==> src/rtl/imem_loader_pkg.sv <==
// Shared types and constants for the instruction-memory boot loader.
package imem_loader_pkg;

  typedef enum logic [2:0] {
    StIdle  = 3'd0,
    StLoad  = 3'd1,
    StFlush = 3'd2,
    StRun   = 3'd3,
    StErr   = 3'd4
  } state_e;

  localparam int unsigned BytesPerWord = 4;
  localparam int unsigned ByteCntW     = $clog2(BytesPerWord);

endpackage

==> src/rtl/imem_loader_byte_packer.sv <==
// Packs accepted bytes little-endian into a word; presents the completed word combinationally.
module imem_loader_byte_packer
  import imem_loader_pkg::*;
(
  input  logic                      clk_i,
  input  logic                      reset_i,
  input  logic                      clear_i,
  input  logic                      accept_i,
  input  logic                      last_i,
  input  logic [7:0]                data_i,
  output logic                      word_valid_o,
  output logic [8*BytesPerWord-1:0] word_o
);

  logic [ByteCntW-1:0]       cnt_q, cnt_d;
  logic [8*BytesPerWord-1:0] buf_q, buf_d;

  assign word_valid_o = accept_i && (last_i || (cnt_q == ByteCntW'(BytesPerWord - 1)));

  // Merge the incoming byte so the word is complete in the same cycle it is accepted.
  always_comb begin
    word_o = buf_q;
    if (accept_i) begin
      word_o = buf_q | ({{(8*BytesPerWord-8){1'b0}}, data_i} << {cnt_q, 3'b000});
    end
  end

  always_comb begin
    cnt_d = cnt_q;
    buf_d = buf_q;
    if (clear_i || word_valid_o) begin
      cnt_d = '0;
      buf_d = '0;
    end else if (accept_i) begin
      cnt_d = cnt_q + ByteCntW'(1);
      buf_d = word_o;
    end
  end

  always_ff @(posedge clk_i or posedge reset_i) begin
    if (reset_i) begin
      cnt_q <= '0;
      buf_q <= '0;
    end else begin
      cnt_q <= cnt_d;
      buf_q <= buf_d;
    end
  end

endmodule

==> src/rtl/imem_loader.sv <==
// Boot sequencer: holds the core in reset, streams a byte image into instruction memory,
// then releases the core.
module imem_loader
  import imem_loader_pkg::*;
#(
  parameter int unsigned ADDR_W = 6
) (
  input  logic              clk_i,
  input  logic              reset_i,
  input  logic              start_i,
  input  logic              in_valid_i,
  input  logic [7:0]        in_data_i,
  input  logic              in_last_i,
  output logic              in_ready_o,
  output logic              imem_we_o,
  output logic [ADDR_W-1:0] imem_addr_o,
  output logic [31:0]       imem_wdata_o,
  output logic              core_reset_o,
  output logic              done_o,
  output logic              err_o,
  output logic [ADDR_W:0]   word_count_o
);

  localparam int unsigned Capacity = 1 << ADDR_W;
  localparam logic [ADDR_W:0] LastIdx = (ADDR_W+1)'(Capacity - 1);
  localparam logic [ADDR_W:0] WcOne   = {{ADDR_W{1'b0}}, 1'b1};

  state_e              state_q, state_d;
  logic [ADDR_W:0]     wc_q, wc_d;
  logic                we_q, we_d;
  logic [ADDR_W-1:0]   addr_q, addr_d;
  logic [31:0]         wdata_q, wdata_d;
  logic                core_reset_q, core_reset_d;
  logic                done_q, done_d;
  logic                err_q, err_d;
  logic                accept, clear, word_valid;
  logic [31:0]         word;

  assign in_ready_o = (state_q == StLoad);
  assign accept     = in_valid_i && in_ready_o;

  imem_loader_byte_packer u_packer (
    .clk_i        (clk_i),
    .reset_i      (reset_i),
    .clear_i      (clear),
    .accept_i     (accept),
    .last_i       (in_last_i),
    .data_i       (in_data_i),
    .word_valid_o (word_valid),
    .word_o       (word)
  );

  always_comb begin
    state_d = state_q;
    wc_d    = wc_q;
    we_d    = 1'b0;
    addr_d  = addr_q;
    wdata_d = wdata_q;
    clear   = 1'b0;
    unique case (state_q)
      StIdle, StRun, StErr: begin
        if (start_i) begin
          state_d = StLoad;
          wc_d    = '0;
          clear   = 1'b1;
        end
      end
      StLoad: begin
        if (word_valid) begin
          we_d    = 1'b1;
          addr_d  = wc_q[ADDR_W-1:0];
          wdata_d = word;
          wc_d    = wc_q + WcOne;
          if (in_last_i) begin
            state_d = StFlush;
          end else if (wc_q == LastIdx) begin
            state_d = StErr;
          end
        end
      end
      StFlush: state_d = StRun;
      default: state_d = StIdle;
    endcase
    // Status outputs are registered from the next state so they align with it.
    core_reset_d = (state_d != StRun);
    done_d       = (state_d == StRun);
    err_d        = (state_d == StErr);
  end

  always_ff @(posedge clk_i or posedge reset_i) begin
    if (reset_i) begin
      state_q      <= StIdle;
      wc_q         <= '0;
      we_q         <= 1'b0;
      addr_q       <= '0;
      wdata_q      <= '0;
      core_reset_q <= 1'b1;
      done_q       <= 1'b0;
      err_q        <= 1'b0;
    end else begin
      state_q      <= state_d;
      wc_q         <= wc_d;
      we_q         <= we_d;
      addr_q       <= addr_d;
      wdata_q      <= wdata_d;
      core_reset_q <= core_reset_d;
      done_q       <= done_d;
      err_q        <= err_d;
    end
  end

  assign imem_we_o    = we_q;
  assign imem_addr_o  = addr_q;
  assign imem_wdata_o = wdata_q;
  assign core_reset_o = core_reset_q;
  assign done_o       = done_q;
  assign err_o        = err_q;
  assign word_count_o = wc_q;

endmodule

==> config.mk <==
export PLATFORM = sky130hd
export DESIGN_NAME = imem_loader
export DESIGN_NICKNAME = d
export VERILOG_FILES = /design/src/rtl/imem_loader_pkg.sv /design/src/rtl/imem_loader_byte_packer.sv /design/src/rtl/imem_loader.sv
export SDC_FILE = /design/constraint.sdc
export NUM_CORES = 1
export LEC_CHECK = 0
export BUFFER_PORTS_ARGS = -buffer_cell sky130_fd_sc_hd__buf_2
export CORE_MARGIN = 4
export CORE_UTILIZATION = 55
export DETAILED_ROUTE_END_ITERATION = 16
export PLACE_DENSITY = 0.78
export REMOVE_ABC_BUFFERS = 1
export SKIP_CTS_REPAIR_TIMING = 1
export SLEW_MARGIN = 20
export SYNTH_ARGS = -nofsm -noshare
export SYNTH_HDL_FRONTEND = slang
export SYNTH_SLANG_ARGS = --single-unit
export TNS_END_PERCENT = 30
==> constraint.sdc <==
create_clock -name clk_i -period 6.1 [get_ports clk_i]
set_clock_uncertainty 0.05 [all_clocks]
set_input_delay 0.305 -clock clk_i [delete_from_list [all_inputs] [get_ports clk_i]]
set_output_delay 0.305 -clock clk_i [all_outputs]
set_load 0.02 [all_outputs]
== Word-level counts from Yosys, hierarchy flattened ==
Index checks and enable logic that the tools add are counted.

* Add/sub/neg operators: 2
* Equality and inequality tests: 11
* Shift-type cells: 1
* Muxes and demuxes: 17
* Bitwise gates (word level): 1
* Reductions and logical operators: 10

{| class="wikitable"
|+ Operators with widths
! cell !! number
|-
| $mux W32 || 3
|-
| $or A32 B32 Y32 || 1
|-
| $shl A8 B5 Y32 || 1
|-
| $mux W7 || 2
|-
| $pmux W7 S2 || 1
|-
| $mux W3 || 4
|-
| $eq A3 B2 Y1 const B || 3
|-
| $pmux W3 S3 || 1
|-
| $add A7 B1 Y7 const B || 1
|-
| $eq A7 B6 Y1 const B || 1
|-
| $eq A3 B3 Y1 const B || 2
|-
| $mux W1 || 4
|-
| $mux W2 || 2
|-
| $reduce_bool A2 Y1 || 2
|-
| $eq A3 B1 Y1 const B || 1
|-
| $logic_not A3 Y1 || 1
|-
| $ne A3 B2 Y1 const B || 1
|-
| $reduce_and A3 Y1 || 1
|-
| $reduce_or A3 Y1 || 1
|-
| $add A2 B1 Y2 const B || 1
|-
| $eq A2 B2 Y1 const B || 1
|-
| $logic_and A1 B1 Y1 || 2
|-
| $logic_or A1 B1 Y1 || 2
|-
| $ne A2 B1 Y1 const B || 1
|-
| 2 further kinds || 2
|}

* Bits in registers: 86
* Bits of input ports: 13
* Output and inout port bits: 50
* Word-level logic and storage cells: 52

== Longest topological paths before layout ==
Gate-level depths: netlist of the first run.

* Depth after elaboration: 6
* Depth in mapped cells: 7
* Depth with buffers taken out: 5

== By module ==
From an unflattened synthesis of the first run, not the netlist that was laid out.

* Cells, all modules: 363
* Area, all modules: 3684.8 um^2

{| class="wikitable"
|+ By module, submodules not included
! module !! times used !! cells each !! area each (um^2) !! seq. area each (um^2)
|-
| imem_loader || 1 || 228 || 2093.3 || 1302.5
|-
| imem_loader_byte_packer || 1 || 135 || 1591.5 || 850.8
|}

== Least setup slack after synthesis of the first run ==
No wires, ideal clock.

* Kind: reg2reg
* Start: reg u_packer.cnt_q[0]
* End: reg u_packer.buf_q[0]
* Library setup time: 72 ps
* Arrival time: 1543 ps
* Data required time: 5978 ps
* Setup slack: 4435 ps
* Stages on the path, launching flop included: 6
* Buffers on the path: 0
* Period minus slack after synthesis: 1665 ps
* Cell sequence: dfrtp_1 -> ha_1 -> nor2_2 -> nor4b_2 -> a21oi_1 -> nor2_1

* Word-level cells in the longest chain between the ends: 5
* Elaborated cells on any way between the ends: 10
* Those cells by class: 1 x eq/ne; 1 x shift; 3 x mux; 1 x bitwise; 4 x reduce/logical

{| class="wikitable"
|+ RTL lines
! element !! line !! source
|-
| from (decl) || imem_loader_byte_packer.sv:15 || <nowiki>logic [ByteCntW-1:0] cnt_q, cnt_d;</nowiki>
|-
| from (signal assigned) || imem_loader_byte_packer.sv:45 || <nowiki>cnt_q <= cnt_d;</nowiki>
|-
| $shl A8 B5 Y32 / $eq A2 B2 Y1 (equally long branches) || imem_loader_byte_packer.sv:24, imem_loader_byte_packer.sv:18 ||
|-
| $or A32 B32 Y32 / $logic_or A1 B1 Y1 (equally long branches) || imem_loader_byte_packer.sv:24, imem_loader_byte_packer.sv:18 ||
|-
| $mux W32 / $logic_and A1 B1 Y1 (equally long branches) || imem_loader_byte_packer.sv:23, imem_loader_byte_packer.sv:18 ||
|-
| $mux W32 / $logic_or A1 B1 Y1 (equally long branches) || imem_loader_byte_packer.sv:34, imem_loader_byte_packer.sv:31 ||
|-
| $mux W32 / $reduce_bool A2 Y1 (equally long branches) || n/a ||
|-
| to (signal assigned) || imem_loader_byte_packer.sv:46 || <nowiki>buf_q <= buf_d;</nowiki>
|-
| to (decl) || imem_loader_byte_packer.sv:16 || <nowiki>logic [8*BytesPerWord-1:0] buf_q, buf_d;</nowiki>
|}

Several ways; a longest one is shown, not always the timed one. The select of a mux whose other input is x is not followed.
A chain may end at the register's enable or synchronous reset.

== Worst setup path after layout of the first run ==
* Start: reg u_packer.cnt_q[1]
* End: reg u_packer.buf_q[14]

The elaborated chain is that of the path after synthesis.

==> results of run 1 <==
[layout make-up]
class                           count  area (µm²)  share of cell area
Clock buffer                       11       151.4             0.03625
Inverter                            5       22.52            0.005392
Tap cell                           77       96.34             0.02307
Multi-Input combinational cell    246        1350              0.3232
Clock inverter                      5       81.33             0.01947
Sequential cell                    86        2153              0.5156
Timing Repair Buffer               63       321.6             0.07699
[where the power goes]
part / internal [mW] / leakage, nW / switching [mW]
Combinational: 0.248 / 0.742 / 0.496
Sequential: 0.745 / 1.12 / 0.120
Clock: 0.253 / 0.116 / 0.199
[critical path: stages, from the launching register on]
cell	delay, ps
dfrtp_1	530
ha_1	340
o21ai_4	460
nand2_1	760
nor2_1	330
[routing by layer]
layer | vias up | GRT usage
li1 | 1348 | -
met1 | 1280 | 0.2909
met2 | 49 | 0.3019
met3 | 10 | 0.03467
met4 | 0 | 0.08931
met5 | - | 0
[worst min path at each step]
stage / start / to / slack (ps)
global route: start_i / state_q[2]$_DFF_PP0_ / 150
CTS: start_i / state_q[2]$_DFF_PP0_ / 140
global placement: imem_addr_o[0]$_DFFE_PP0P_ / imem_addr_o[0]$_DFFE_PP0P_ / 400
floorplan: start_i / err_o$_DFF_PP0_ / 340
finish: reset_i / imem_we_o$_DFF_PP0_ / 110
detailed placement: imem_addr_o[1]$_DFFE_PP0P_ / imem_addr_o[1]$_DFFE_PP0P_ / 410
[logic make-up after synthesis]
group,synth area share
AO/OA/AOI/OAI,0.1830
XOR/XNOR,0.007171
adder cells (fa/ha/maj),0.006827
buffers and inverters,0.04404
flip-flops,0.5876
AND/OR/NAND/NOR,0.1714
[registers in the layout (all words and copies together), names as in the netlist]
register / count
imem_wdata_o: 32
u_packer.buf_q: 32
word_count_o: 7
imem_addr_o: 6
state_q: 3
u_packer.cnt_q: 2
core_reset_o: 1
done_o: 1
err_o: 1
imem_we_o: 1
[synth_stat cells, types with 2 or more instances]
| cell | number | share of area |
|---|---|---|
| buf_4 | 4 | 0.0082 |
| a21oi_1 | 73 | 0.10 |
| nor3_1 | 2 | 0.0027 |
| xnor2_1 | 3 | 0.0072 |
| dfrtp_1 | 85 | 0.58 |
| ha_1 | 2 | 0.0068 |
| nand3_1 | 5 | 0.0068 |
| a21oi_2 | 14 | 0.033 |
| o21ai_0 | 10 | 0.014 |
| nor2_1 | 67 | 0.069 |
| nand2_1 | 33 | 0.034 |
| inv_1 | 4 | 0.0041 |
| a41oi_1 | 3 | 0.0072 |
| nor2b_1 | 3 | 0.0051 |
| o41ai_1 | 2 | 0.0048 |
| nor4_2 | 2 | 0.0068 |
| buf_2 | 19 | 0.026 |
| and4_1 | 2 | 0.0048 |
| nor4b_2 | 2 | 0.0082 |
| a31oi_1 | 4 | 0.0068 |
| nor2_4 | 2 | 0.0061 |
[stage by stage]
stage | total power [mW] | cell area (µm²) | setup WS, ps
after floorplan | 1.383 | 3525 | 3525
after global placement | 1.601 | 3940 | 3714
after detailed placement | 1.624 | 3940 | 3545
after CTS | 2.083 | 4173 | 3553
after global routing | 2.213 | 4177 | 3327
final | 2.061 | 4177 | 3528
==> metrics.cfg, run 1 <==
[global_route]
grt_max_degree = 87
grt_pass1_vias = 2453
gr-total-overflow = 0
grt_first_pass_wirelength_um = 12210
antenna_found_initial = 0
grt_use_total = 0.2019

[route]
routed_wl_um = 7415
ant_nets = 0
routed.top_layer = met4
drc = 0
drt-met1-wl_um = 3539
dr_wl_met2_um = 3447
avgRoutedWirePerCell_um = 15.04
wl_met3_um = 303
drt_iter0_drc = 165
drtPass1Iterations = 4
vias_per_cell = 5.450
vias = 2687

[synth]
ys_ff_latch = 86
syn_inst = 362
yosys_warnings = 0
seq_area_frac_synth = 0.5876
synth_ff_type = dfrtp_1
synth_area_per_cell_um2 = 10.12
syn_area_um2 = 3665
synthArstFlopShare = 1.000
synth_cell_types = 42
synth_edf_count = 0

[clock_network]
cts_tree = yes
max-clock-path-buffers = 2
cts_sinks = 86
clk_pin_slew_ps = 80
worst_skew_pair.late_latency_ps = 350
clockRootBuffer = clkbuf_8
h-tree-depth = 3
numCtsBuffers = 9

[cells_and_area]
final_nets = 426
antennaDiodeCount = 0
areaGrowthSynthToFinish_pct = 13.96
final_cells = 493
utilization = 0.6503
fillers = 511
final_cell_mix = 85 x dfrtp_1, 73 x a21oi_1, 67 x nor2_1
drive_above_1_share = 0.2596
final_common_cell = dfrtp_1

[setup_path]
cp.required_ps = 6310
critical_path.startpoint = u_packer.cnt_q[1]$_DFFE_PP0P_
crit_path_end = u_packer.buf_q[14]$_DFFE_PP0P_
worstReg2RegStart = u_packer.cnt_q[1]$_DFFE_PP0P_
critical_path.endpoint_type = register
crit_type = register to register
arrival_ps = 2780
rr_worst_depth = 4
regToRegSetupSlack_ps = 3530
crit_path_start_kind = register
r2r_end = u_packer.buf_q[14]$_DFFE_PP0P_
crit_fanout = 32

[floorplan]
start_util = 0.5706
fp.dieW_um = 89.63
die_area_um2 = 8034
io_pins = 63
rows = 29
core_area_um2 = 6422
die_y_um = 89.63

[placement]
gp_congestion = 0.7947
place_hpwl_um = 4853
placedCellCount = 477
portBuffers = 62

[run]
drv_cap = 0

[sta]
max_freq_mhz = 388.8
period_share = 0.4216
max_slew_margin = 0.2819
setup_viol = 0
slew_violations = 0
hold_violations = 0
worstMarginPinSlew_ps = 1075
whs_ps = 106.2
rsz0062_at_grt = false
fin_crit_ps = 2572
tns_ps = 0

[status]
outcome = complete, no violations

[power_and_ir_drop]
power_density_nw_per_um2 = 493.4
leakagePower_nw = 1.980
vdd_drop_max_mv = 0.2263

[min_path]
hold_path_class = input port to asynchronous set/reset pin

(Power assumes the default switching activity.)
==> run 2: changes to the inputs <==
CORE_UTILIZATION = 50   (was 55)
PLACE_DENSITY = 0.75   (was 0.78)
clock period = 2.16 ns   (was 6.1 ns; I/O delays follow)
==> run 2 against run 1 <==
Against the previous run: global-route usage decreased by 0.75 points; sequential power grew to 2.8 times the previous value; die area grew 9.1%; via count is 4.2% higher; cell area up 2.9%; worst hold slack worse by 70 ps; non-clock buffer count grew 10; maximum frequency is 37% higher; routed wire length rose by 5.9%; largest cell class unchanged; highest routed layer unchanged.
==> metrics.cfg, run 2 (synthesized netlist as in run 1, its figures left out) <==
[sta]
worstMarginPinSlew_ps = 650.6
fin_crit_ps = 1881
max_freq_mhz = 531.5
rsz0062_at_grt = false
max_slew_margin = 0.5658
tns_ps = 0
hold_violations = 0
setup_viol = 0
period_share = 0.8710
slew_violations = 0

[power_and_ir_drop]
vdd_drop_max_mv = 0.7767
p_seq_frac = 0.414
leakagePower_nw = 2.018
p_sw_mw = 2.392
clkPwrFrac = 0.195
power_frac_comb = 0.390
power_density_nw_per_um2 = 1361
swShare = 0.4089
internal_power_mw = 3.457

[floorplan]
io_pins = 63
die_area_um2 = 8763
fp.dieW_um = 93.61
die_y_um = 93.61
start_util = 0.5277
rows = 30
core_area_um2 = 6944

[route]
drtPass1Iterations = 4
avgRoutedWirePerCell_um = 15.04
dr_wl_met2_um = 3680
wl_met3_um = 348
drt-met1-wl_um = 3681
routed.top_layer = met4
vias_per_cell = 5.366
ant_nets = 0
drt_iter0_drc = 167
routed_wl_um = 7853
vias = 2801
drc = 0

[cells_and_area]
multiInputGateArea_um2 = 1355
antennaDiodeCount = 0
ff_latch_area_um2 = 2153
utilization = 0.6187
areaGrowthSynthToFinish_pct = 17.24
fillers = 584
final_common_cell = dfrtp_1
final_nets = 436
final_cell_mix = 85 x dfrtp_1, 73 x a21oi_1, 67 x nor2_1
drive_above_1_share = 0.2723
stdcell_area_um2 = 4297

[min_path]
hold_path_class = input port to register

[clock_network]
clockRootBuffer = clkbuf_8
max-clock-path-buffers = 2
worst_skew_pair.late_latency_ps = 360
cts_tree = yes
cts_sinks = 86
h-tree-depth = 3
numCtsBuffers = 9
clk_pin_slew_ps = 90

[global_route]
gr-total-overflow = 0
grt_use_total = 0.1944
grt_max_degree = 51
grt_pass1_vias = 2671
grt_first_pass_wirelength_um = 13330
antenna_found_initial = 0

[setup_path]
cp.required_ps = 2410
critical_path.endpoint_type = register
crit_path_start_kind = register
crit_fanout = 12
arrival_ps = 2130
crit_type = register to register

[placement]
dpl_cell_area_um2 = 4074
place_hpwl_um = 5399
gp_congestion = 0.8152
portBuffers = 62

[status]
outcome = complete, no violations

[run]
drv_cap = 0

==> run 2: path summary, 6_finish.rpt <==
path                       slack (ps)                       endpoint                          from  depth (start not counted)
hold reg to reg                   430   imem_wdata_o[22]$_DFFE_PP0P_  imem_wdata_o[22]$_DFFE_PP0P_                          2
setup reg to reg                  280  u_packer.buf_q[1]$_DFFE_PP0P_          state_q[1]$_DFF_PP0_                          5
min in group asynchronous         310   imem_wdata_o[20]$_DFFE_PP0P_                       reset_i                          3
hold / removal                     40           state_q[1]$_DFF_PP0_                     in_last_i                          3
setup / recovery                  280  u_packer.buf_q[1]$_DFFE_PP0P_          state_q[1]$_DFF_PP0_                          5
max in group asynchronous        1090   imem_wdata_o[27]$_DFFE_PP0P_                       reset_i                          4
==> run 2: through the flow <==
stage               hold WS (ps)  std cells  total power, mW  worst slack [ps]
floorplan                  142.0        337            3.906            -218.2
global placement           167.2        504            4.675             248.7
detailed placement         169.9        504            4.739             191.8
CTS                       -223.8        520            5.881             204.4
global route               48.18        522            6.247             67.19
finish                     35.87        522            5.848             278.7
==> run 2: worst max-delay path: stages (launching register included) <==
cell and delay, ps:
dfrtp_1 510, nand4bb_2 500, nor4b_2 370, buf_4 200, a21oi_1 80, nor2_1 100
==> run 2: cell type report <==
class                      instances  share of cell area
clock inverter                     6             0.01631
multi-input combinational        246              0.3154
timing repair buffer              73              0.1043
tap                               96             0.02796
inverter                           5            0.005242
clock buffer                      10             0.02970
sequential                        86              0.5012
==> run 2: routing by layer <==
metal  track usage  up-vias
met5             0        -
met4       0.08424        0
met3       0.03620       12
met2        0.2906       67
met1        0.2777     1365
li1              -     1357
==> run 2: power by group through the flow <==
stage / Clock (mW) / Combinational (mW) / Sequential, mW
final: 1.14 / 2.28 / 2.42
after global routing: 1.25 / 2.51 / 2.49
after global placement: 0 / 2.25 / 2.42
after floorplan: 0 / 1.04 / 2.86
after CTS: 1.16 / 2.30 / 2.42
after detailed placement: 0 / 2.29 / 2.45
==> run 3: changes to the inputs <==
CORE_ASPECT_RATIO = 1.25   (was unset)
CORE_UTILIZATION = 40   (was 50)
PLACE_DENSITY = unset   (was 0.75)
==> run 3 against run 2 <==
Against the previous run: sequential share of layout area is 0.19 points lower; largest cell class unchanged; clock-buffer cell count up 2; first-iteration DRC count shrank 43%; worst hold slack lost 15 ps; critical endpoint is now state_q[2]$_DFF_PP0_; via count is 0.32% lower; flip-flop and latch count stayed put; total power shrank 1.8%; utilization fell by 13 points; register-to-register slack gained 30 ps; critical path depth unchanged; cell area rose by 0.38%.
==> metrics.cfg, run 3 (synthesized netlist as in run 1, its figures left out) <==
[sta]
rsz0062_at_grt = false
tns_ps = 0
max_freq_mhz = 541.0
period_share = 0.8557
max_slew_margin = 0.6161
whs_ps = 20.38
hold_violations = 0
fin_crit_ps = 1848
worstMarginPinSlew_ps = 569.8
slew_violations = 0
setup_viol = 0
worst_slack_ps = 311.6

[setup_path]
critical_path.endpoint_type = register
rr_worst_depth = 5
slowest_stage = dfrtp_1
crit_type = register to register
crit_path_start_kind = register
arrival_ps = 2030
r2r_end = state_q[2]$_DFF_PP0_
worstReg2RegStart = u_packer.cnt_q[1]$_DFFE_PP0P_
cp.required_ps = 2340
crit_fanout = 8
regToRegSetupSlack_ps = 310
worstPathCellList = ha_1, o21ai_0, nor4_2, nand3_1, o41ai_1
cp_slowest_stage_delay_ps = 460

[min_path]
hold_depth = 3
hold_path_class = input port to register
hold_end = state_q[1]$_DFF_PP0_
min_from = in_last_i

[power_and_ir_drop]
power_density_nw_per_um2 = 1332
totalPowerFinal_mw = 5.744
leakagePower_nw = 2.019
vdd_drop_max_mv = 0.4960

[cells_and_area]
areaGrowthSynthToFinish_pct = 17.69
antennaDiodeCount = 0
drive_above_1_share = 0.2723
final_cell_mix = 85 x dfrtp_1, 73 x a21oi_1, 67 x nor2_1
final_common_cell = dfrtp_1
stdcell_area_um2 = 4313
utilization = 0.4903
final_cells = 546
final_nets = 436

[clock_network]
max-clock-path-buffers = 2
h-tree-depth = 3
clk_pin_slew_ps = 80
clockRootBuffer = clkbuf_8
numCtsBuffers = 9
cts_tree = yes
cts_sinks = 86
worst_skew_pair.late_latency_ps = 350

[placement]
dpl_worst_slack_ps = 253.3
gp_congestion = 0.7775
dpl_cell_area_um2 = 4104
place_hpwl_um = 5669
portBuffers = 62
placedCellCount = 528

[floorplan]
start_util = 0.4166
io_pins = 63
rows = 38
core_area_um2 = 8796
die_area_um2 = 10770
fp.dieW_um = 93.61
die_y_um = 115.0

[global_route]
grt_pass1_vias = 2726
gr-total-overflow = 0
grt_max_degree = 58
grt_first_pass_wirelength_um = 13790
grt_use_met2 = 0.2653
met1_usage = 0.2150
grt_use_total = 0.1633
use_met3 = 0.02945
grt_busiest_layer = met2
antenna_found_initial = 0

[route]
drc = 0
drt_iter0_drc = 96
ant_nets = 0
drtPass1Iterations = 4
routed_wl_um = 8122
vias = 2792
vias_per_cell = 5.114
avgRoutedWirePerCell_um = 14.88

[run]
drv_cap = 0

[status]
outcome = complete, no violations

-- run 3: changes by cell type in the layout (fill, tap and decap cells not counted), sizes merged --
cell | previous run | this run
clkbuf | 10 | 12
bufinv | 1 | 0
clkinvlp | 3 | 2
inv | 6 | 5
clkinv | 1 | 2
-- run 3: critical path, delay by kind of cell, from the launching register on --
family	cells	cell delay (ps)
DFF	1	460
adders and majority gates	1	340
and+or+nand+nor	2	510
AOI/OAI and AO/OA	2	360
-- run 3: how the worst max path moves through the flow --
stage | startpoint | to | slack (ps) | cells past startpoint
2_1_floorplan | reset_i | done_o$_DFF_PP0_ | -220 | 1
3_3_place_gp | state_q[2]$_DFF_PP0_ | u_packer.buf_q[30]$_DFFE_PP0P_ | 300 | 4
3_5_place_dp | state_q[2]$_DFF_PP0_ | u_packer.buf_q[14]$_DFFE_PP0P_ | 250 | 4
4_1_cts | state_q[2]$_DFF_PP0_ | u_packer.buf_q[30]$_DFFE_PP0P_ | 240 | 4
5_1_grt | u_packer.cnt_q[1]$_DFFE_PP0P_ | err_o$_DFF_PP0_ | 110 | 5
6_report | u_packer.cnt_q[1]$_DFFE_PP0P_ | state_q[2]$_DFF_PP0_ | 310 | 5
-- run 3: cell type report --
| class | count | area (µm²) |
|---|---|---|
| well taps | 120 | 150.1 |
| clock inverters | 4 | 28.78 |
| repair buffers | 73 | 447.9 |
| flip-flops and latches | 86 | 2153 |
| fillers | 847 | 4483 |
| multi-input cells | 246 | 1355 |
| inverters | 5 | 22.52 |
| clock buffers | 12 | 155.1 |
-- run 3: metal layers --
| layer | share of wire | vias to the layer above | wire [µm] |
|---|---|---|---|
| li1 | - | 1357 | - |
| met5 | 0 | - | 0 |
| met1 | 0.44 | 1345 | 3583 |
| met2 | 0.49 | 77 | 3959 |
| met3 | 0.052 | 13 | 425 |
| met4 | 0.019 | 0 | 154 |
-- run 3: power breakdown --
part	internal, mW	switching, mW	total (mW)	leakage, nW
sequential	2.10	0.298	2.40	1.12
combinational	0.812	1.48	2.29	0.807
clock	0.484	0.567	1.05	0.0890
